File: config.mk
export PLATFORM = sky130hd
export DESIGN_NAME = receiver_ddc_cic4
export DESIGN_NICKNAME = d
export VERILOG_FILES = /design/src/rtl/rx_ddc_pkg.sv /design/src/rtl/cic_decim_core.sv /design/src/rtl/receiver_ddc_cic4.sv
export SDC_FILE = /design/constraint.sdc
export NUM_CORES = 1
export LEC_CHECK = 0
export ABC_AREA = 1
export BUFFER_PORTS_ARGS = -buffer_cell sky130_fd_sc_hd__buf_2
export CAP_MARGIN = 20
export CORE_ASPECT_RATIO = 0.9
export CORE_MARGIN = 5
export CORE_UTILIZATION = 50
export CTS_CLUSTER_DIAMETER = 120
export DETAILED_ROUTE_END_ITERATION = 7
export HOLD_SLACK_MARGIN = 0.03
export PLACE_DENSITY = 0.66
export SLEW_MARGIN = 25
export SYNTH_ARGS = -nofsm -noshare
export SYNTH_HDL_FRONTEND = slang
export SYNTH_HIERARCHICAL = 1
export SYNTH_SLANG_ARGS = --single-unit
File: constraint.sdc
create_clock -name clk_30p72MHz -period 5.7 [get_ports clk_30p72MHz]
set_clock_uncertainty 0.15 [all_clocks]
set_input_delay 0.285 -clock clk_30p72MHz [delete_from_list [all_inputs] [get_ports clk_30p72MHz]]
set_output_delay 0.285 -clock clk_30p72MHz [all_outputs]
set_load 0.005 [all_outputs]
File: src/rtl/rx_ddc_pkg.sv
// Shared widths and the mixer's saturating shift for the receive DDC.
package rx_ddc_pkg;

  localparam int unsigned IN_W   = 16;
  localparam int unsigned COS_W  = 10;
  localparam int unsigned R      = 4;
  localparam int unsigned N      = 4;
  localparam int unsigned OUT_W  = 16;
  localparam int unsigned LOG2_R = $clog2(R);
  localparam int unsigned ACC_W  = IN_W + N * LOG2_R;
  localparam int unsigned PROD_W = IN_W + COS_W;

  // Mixer result: IN_W-bit sample plus a flag set when it was clipped.
  typedef struct packed {
    logic [IN_W-1:0] data;
    logic            sat;
  } mix_t;

  // Scale a full product back to IN_W bits (floor) and clip on overflow.
  function automatic mix_t sat_shift(input logic signed [PROD_W-1:0] prod);
    logic signed [PROD_W-1:0] shifted;
    mix_t                     res;
    shifted  = prod >>> (COS_W - 1);
    res.sat  = 1'b0;
    res.data = shifted[IN_W-1:0];
    if (!shifted[PROD_W-1] && (|shifted[PROD_W-2:IN_W-1])) begin
      res.data = {1'b0, {(IN_W-1){1'b1}}};
      res.sat  = 1'b1;
    end else if (shifted[PROD_W-1] && !(&shifted[PROD_W-2:IN_W-1])) begin
      res.data = {1'b1, {(IN_W-1){1'b0}}};
      res.sat  = 1'b1;
    end
    return res;
  endfunction

endpackage

File: src/rtl/cic_decim_core.sv
// N-stage CIC decimator by R: valid-gated integrators, phase counter,
// tick-gated comb chain and registered output.
module cic_decim_core
  import rx_ddc_pkg::*;
(
  input  logic             clk_i,
  input  logic             rst_ni,
  input  logic             in_valid_i,
  input  logic [IN_W-1:0]  in_data_i,
  output logic [OUT_W-1:0] y_o,
  output logic             y_valid_o
);

  logic [N:1]        v_q;
  logic [ACC_W-1:0]  int_q      [1:N];
  logic [ACC_W-1:0]  dly_q      [1:N];
  logic [ACC_W-1:0]  comb_in_c  [1:N];
  logic [OUT_W-1:0]  comb_out_c;
  logic [LOG2_R-1:0] phase_q, phase_d;
  logic              tick_c;
  logic [OUT_W-1:0]  y_q, y_d;
  logic              y_valid_q, y_valid_d;

  // Comb chain from the last integrator; output keeps the top OUT_W bits (divide by R^N).
  always_comb begin : comb_chain
    logic [ACC_W-1:0] acc;
    acc = int_q[N];
    for (int unsigned k = 1; k <= N; k++) begin
      comb_in_c[k] = acc;
      acc          = acc - dly_q[k];
    end
    comb_out_c = acc[ACC_W-1 -: OUT_W];
  end

  // Decimation phase and output next-state.
  always_comb begin
    phase_d   = phase_q;
    y_d       = y_q;
    y_valid_d = 1'b0;
    tick_c    = v_q[N] && (phase_q == LOG2_R'(R - 1));
    if (v_q[N]) begin
      phase_d = phase_q + LOG2_R'(1);
    end
    if (tick_c) begin
      y_d       = comb_out_c;
      y_valid_d = 1'b1;
    end
  end

  // Valid pipeline and integrators; each stage advances only with its own valid.
  always_ff @(posedge clk_i) begin
    if (!rst_ni) begin
      v_q <= '0;
      for (int unsigned k = 1; k <= N; k++) begin
        int_q[k] <= '0;
      end
    end else begin
      v_q <= {v_q[N-1:1], in_valid_i};
      if (in_valid_i) begin
        int_q[1] <= int_q[1] + ACC_W'($signed(in_data_i));
      end
      for (int unsigned k = 2; k <= N; k++) begin
        if (v_q[k-1]) begin
          int_q[k] <= int_q[k] + int_q[k-1];
        end
      end
    end
  end

  // Comb delays, phase counter and output registers, updated on the decimation tick.
  always_ff @(posedge clk_i) begin
    if (!rst_ni) begin
      for (int unsigned k = 1; k <= N; k++) begin
        dly_q[k] <= '0;
      end
      phase_q   <= '0;
      y_q       <= '0;
      y_valid_q <= 1'b0;
    end else begin
      if (tick_c) begin
        for (int unsigned k = 1; k <= N; k++) begin
          dly_q[k] <= comb_in_c[k];
        end
      end
      phase_q   <= phase_d;
      y_q       <= y_d;
      y_valid_q <= y_valid_d;
    end
  end

  assign y_o       = y_q;
  assign y_valid_o = y_valid_q;

endmodule

File: src/rtl/receiver_ddc_cic4.sv
// Receive DDC: mix real IF with the carrier cosine to baseband, then
// decimate by R through an N-stage CIC.
module receiver_ddc_cic4
  import rx_ddc_pkg::*;
(
  input  logic             clk_30p72MHz,
  input  logic             reset,
  input  logic             x_valid,
  input  logic [IN_W-1:0]  x_in,
  input  logic [COS_W-1:0] cosine,
  output logic [OUT_W-1:0] y_out,
  output logic             y_valid,
  output logic             mix_sat
);

  logic signed [PROD_W-1:0] prod_c;
  mix_t                     mix_c;
  logic [IN_W-1:0]          mix_q, mix_d;
  logic                     mix_valid_q;
  logic                     mix_sat_q;

  // Full-precision product, then scale and clip back to IN_W bits.
  assign prod_c = PROD_W'($signed(x_in)) * PROD_W'($signed(cosine));
  assign mix_c  = sat_shift(prod_c);
  assign mix_d  = x_valid ? mix_c.data : mix_q;

  // Mixer register and stage-0 valid; the clip flag pulses with its sample.
  always_ff @(posedge clk_30p72MHz) begin
    if (!reset) begin
      mix_q       <= '0;
      mix_valid_q <= 1'b0;
      mix_sat_q   <= 1'b0;
    end else begin
      mix_q       <= mix_d;
      mix_valid_q <= x_valid;
      mix_sat_q   <= x_valid & mix_c.sat;
    end
  end

  cic_decim_core u_cic (
    .clk_i      (clk_30p72MHz),
    .rst_ni     (reset),
    .in_valid_i (mix_valid_q),
    .in_data_i  (mix_q),
    .y_o        (y_out),
    .y_valid_o  (y_valid)
  );

  assign mix_sat = mix_sat_q;

endmodule
Word-level counts from Yosys, hierarchy flattened
Memory sizes are Yosys's and may differ from the RTL's. Index checks and enable logic that the tools add are counted.

Muxes and demuxes: 26. Bitwise logic cells: 9. Add/subtract/negate cells: 9. Reductions and logical operators: 7. Multiply operators: 1. Eq/ne operators: 1.

Operators with widths (number): 24-bit 2-to-1 mux (8); 24-bit adder (4); 24-bit subtractor (4); 17-bit 2-to-1 mux (2); 16-bit by 10-bit multiplier with 26-bit output (1); 1-bit 2-to-1 mux (16); 1-bit bitwise OR (8); 1-bit logical AND (3); 2-bit by 1-bit adder with 2-bit output, second input constant (1); 2-bit equality test, second input constant (1); 1-bit zero test (2); 2-bit AND reduction (1); 2-bit OR reduction (1); 1-bit AND (1).

Memories: 2. Output and inout bits: 18. Bits in writable memories: 192. Word-level logic and storage cells: 62. Register bits: 41.

Memory list: u_cic.dly_q (words 4, width 24, read ports 4, clocked after Yosys merged registers in 0, write ports 4, line cic_decim_core.sv:16) `logic [ACC_W-1:0] dly_q [1:N];`; u_cic.int_q (words 4, width 24, read ports 4, clocked after Yosys merged registers in 0, write ports 4, line cic_decim_core.sv:15) `logic [ACC_W-1:0] int_q [1:N];`.

Depth between registers and ports, before layout
Depth in word-level cells: 7. Depth in mapped cells: 43.

Modules after synthesis
Netlist, hierarchy kept.

By module, submodules not included: cic_decim_core (times used 1, cells an instance 2001, area an instance 16246.8 um^2); receiver_ddc_cic4 (times used 1, cells an instance 996, area an instance 7136.8 um^2).

Least setup slack after synthesis
No wires, ideal clock.

Kind: register -> register. Start point: register, netlist name u_cic/int_q[0][72]. End point: register u_cic.y_q[15], in the netlist u_cic/y_o[15]. Arrival: 5497 ps. Data required time: 5437 ps. Library setup time: 113 ps. Stages on the path, launching flop included: 36. Path buffers: 0. Path slack: -61 ps. Cells stage by stage: edfxtp_1 -> inv_1 -> ha_1 -> fa_1 -> nor2_2 -> o21ai_1 -> nand2_1 -> a21oi_2 -> o21ai_1 -> a31oi_1 -> o21ai_1 -> xor2_1 -> ha_1 -> a21oi_1 -> o21ai_0 -> a21o_1 -> a31oi_1 -> o21bai_1 -> xor2_1 -> ha_1 -> a21oi_1 -> a21boi_0 -> nor4_1 -> a211oi_1 -> o21ai_1 -> nor2_1 -> nor2_1 -> ha_1 -> nand2_1 -> nor2_1 -> nand2_1 -> or2_2 -> nand3_1 -> nand3_1 -> nand3_1 -> nand2_1.

RTL lines: end signal: assignment (line cic_decim_core.sv:86) `y_q <= y_d;`; end: declaration (line cic_decim_core.sv:21) `logic [OUT_W-1:0] y_q, y_d;`.

==> qor.yml <==
reg2reg_from: "u_cic/dly_q[0][0]$_SDFFCE_PN0P_"
yosys-top-cells-count: "inv_1 (636), nand2_1 (602), a21oi_1 (278)"
yosys_warnings: 6
r2r_slack_ns: -0.18
die_w_um: 238.0
synthTopCellsByArea: "edfxtp_1 (25%), ha_1 (13%), fa_1 (12%)"
drtIter0Drc: 925
synth_edf_count: 192
drive_gt1_share_pct: 17.49
antenna_found_initial: 0
synthFlopType: "edfxtp_1"
synth_top_area_share_pct: 24.66
grt_pass1_vias: 19870
min_period_over_period_pct: 103.1
path_depth: 35
critPathCaptureType: "register"
fmax_mhz: 170.1
portBuffers: 46
avgViaCountPerCell: 5.140
post_synth_instance_area_mm2: 0.02338
drc: 0
hold_viol_final: 0
ys_ff_latch: 233
slowest_delay_ns: 0.42
synthMuxAreaShare_pct: 0
crit_fanout: 5
min_path_type: "in -> reg"
firstDrtPassIters: 5
grt_max_degree: 55
yosysMostFrequentCell: "inv_1"
die-height_um: 215.2
rsz0062_at_grt: "yes"
fill_cells: 4096
dp_hpwl_um: 42370
coreArea_mm2: 0.04645
cts.sinks: 233
n_antenna_cell: 0
die_area_mm2: 0.05120
grt_pass1_wl_um: 91710
path_clk_slew_ns: 0.06
dp_slack_ns: -0.5332
worst_pin_slew_ns: 0.8947
setup_viol: 2
root_buffer: "clkbuf_16"
crit_family: "simple AND/OR/NAND/NOR gates"
reg2regPathDepth: 35
synth-simple-area-share_pct: 18.43
drv_cap: 0
wl_per_cell_um: 14.07
ys_types: 54
cts_tree: "yes"
cts_buffers: 29
synth_cells: 2997
synth-xor-area-share_pct: 2.697
slew_headroom_pct: 40.36
cp_data_arrival_time_ns: 6.17
crit_end: "u_cic/y_o[15]$_SDFFE_PN0P_"
gp_congestion: 0.8902
critical_path_class: "reg -> reg"
vias: 19890
finalMaxSlewViolations: 0
final_util_pct: 59.56
hp-start: "reset"
avgSynthCellArea_um2: 7.802
synthToLayoutAreaGrowth_pct: 18.30
synth_fa_ha_area_share_pct: 25.36
fin_crit_ns: 5.878
synth-seq-area-share_pct: 28.17
syn_nets: 3413
std_cell_rows: 75
final_net_count: 3648
start_util_pct: 50.34
async_flop_share_pct: 0
clkLatencyLatePin_ns: 0.55
crit_start: "u_cic/dly_q[0][0]$_SDFFCE_PN0P_"
wl_um: 54440
cts.path.max_buffers: 3
synth_area_leader_cell: "edfxtp_1"
cp_num_buf_inv: 2
failed_checks: "negative setup slack"
cp-start-kind: "register"
reg2reg_to: "u_cic/y_o[15]$_SDFFE_PN0P_"
cp.required_ns: 6.00
peakVddDrop_uv: 427.8
p_leak_nw: 14.14
setup_ws_ns: -0.1782
powerDensity_mw_per_mm2: 498.3
htreeDepth: 1
slowest_stage: "edfxtp_1"
globalRoute.totalOverflow: 0
outcome: "complete, but fails checks"
num_io_pins: 47
detail-route-antenna-nets: 0
synth_compound_area_share_pct: 13.94
synth_top_family_by_area: "adder cells"
track_usage_pct: 20.80
==> repair_timing <==
action,CTS,global route
pin swaps,30,43
setup buffers,15,16
hold buffers,1,0
setup endpoints to repair,9,14
resized for setup,55,109
cloned,0,0
endpoints found under the hold margin,2,0
==> worst min-delay path by stage <==
| stage | endpoint | cells after the start |
|---|---|---|
| finish | mix_q[14]$_SDFFE_PN0P_ | 3 |
| global route | mix_q[14]$_SDFFE_PN0P_ | 3 |
| CTS | mix_q[14]$_SDFFE_PN0P_ | 3 |
| detailed placement | u_cic/y_o[4]$_SDFFE_PN0P_ | 2 |
| global placement | u_cic/y_o[0]$_SDFFE_PN0P_ | 2 |
| floorplan | mix_q[14]$_SDFFE_PN0P_ | 2 |
==> worst reg2reg max path, delay by kind of cell (launching register included) <==
family                     cells  cell delay, ns
AOI/OAI and AO/OA             10            1.35
xor gates and xnor gates       2            0.28
adders and majority gates      5            1.58
buffers and inverters          2            0.13
DFF                            1            0.42
and+or+nand+nor               16            1.83
==> per-stage QoR <==
step	hold WS (ns)	instances	area [um^2]	TNS (ns)	power, mW
final	0.06330	3870	27660	-0.3203	13.79
after global routing	0.09239	3870	27660	-2.524	15.16
after CTS	0.04753	3854	26910	-0.4439	13.23
after detailed placement	0.2889	3785	25550	-2.599	10.94
after global placement	0.2851	3785	25550	-0.9818	10.81
after floorplan	0.2665	2997	23410	0	8.345
==> placed cells by master, fill, tap and decap left out, drive strengths merged, types with 2 or more instances in the layout <==
cell and count:
nand3 98, fa 145, a21oi 311, a31oi 7, a211oi 2, o21a 20, buf 257, nand3b 2
nor2 246, nor3 18, nand2 628, a21boi 6, o211ai 9, clkbuf 33, clkinv 14, a21o 14
bufinv 6, edfxtp 192, or2 13, xnor2 20, dfxtp 41, ha 242, nor4 6, o21bai 14
xor2 52, a31o 3, inv 649, o221a 2, o221ai 4, nand4 18, o21ai 175
==> layout make-up <==
type	count	area, um^2	area share [%]
Clock buffer	33	770.7	2.786
Clock inverter	20	256.5	0.9272
Inverter	650	2441	8.824
Multi-Input combinational cell	2060	14990	54.17
Sequential cell	233	6586	23.81
Tap cell	616	770.7	2.786
Timing Repair Buffer	258	1852	6.694
==> power by group <==
part           internal (mW)  switching [mW]  leakage [nW]
combinational           4.02            5.72          11.3
sequential              1.97          0.0977          2.33
clock                   1.24           0.738         0.513
==> flip-flops by register name, summed over array words and instances (netlist names) <==
signal and count:
u_cic/dly_q 96, u_cic/y_o 16, u_cic/y_valid_o 1, mix_valid_q 1
u_cic/v_q 4, mix_sat 1, u_cic/phase_q 2, mix_q 16
u_cic/int_q 96
==> logic make-up (layout without fill, tap and decap cells) <==
kind of cell / after synthesis / after routing
and+or+nand+nor: 1032 / 1032
xor gates and xnor gates: 72 / 72
adders and majority gates: 387 / 387
buffers and inverters: 704 / 961
DFF: 233 / 233
AOI/OAI and AO/OA: 569 / 569
==> metal layers <==
metal / vias up / global-route usage (%) / share of wire (%)
li1: 10080 / - / -
met1: 9339 / 27.24 / 44
met2: 397 / 37.21 / 49
met3: 80 / 2.038 / 3.8
met4: 0 / 4.963 / 2.3
met5: - / 0 / 0
Note: power is estimated with default switching activity, not from simulation.
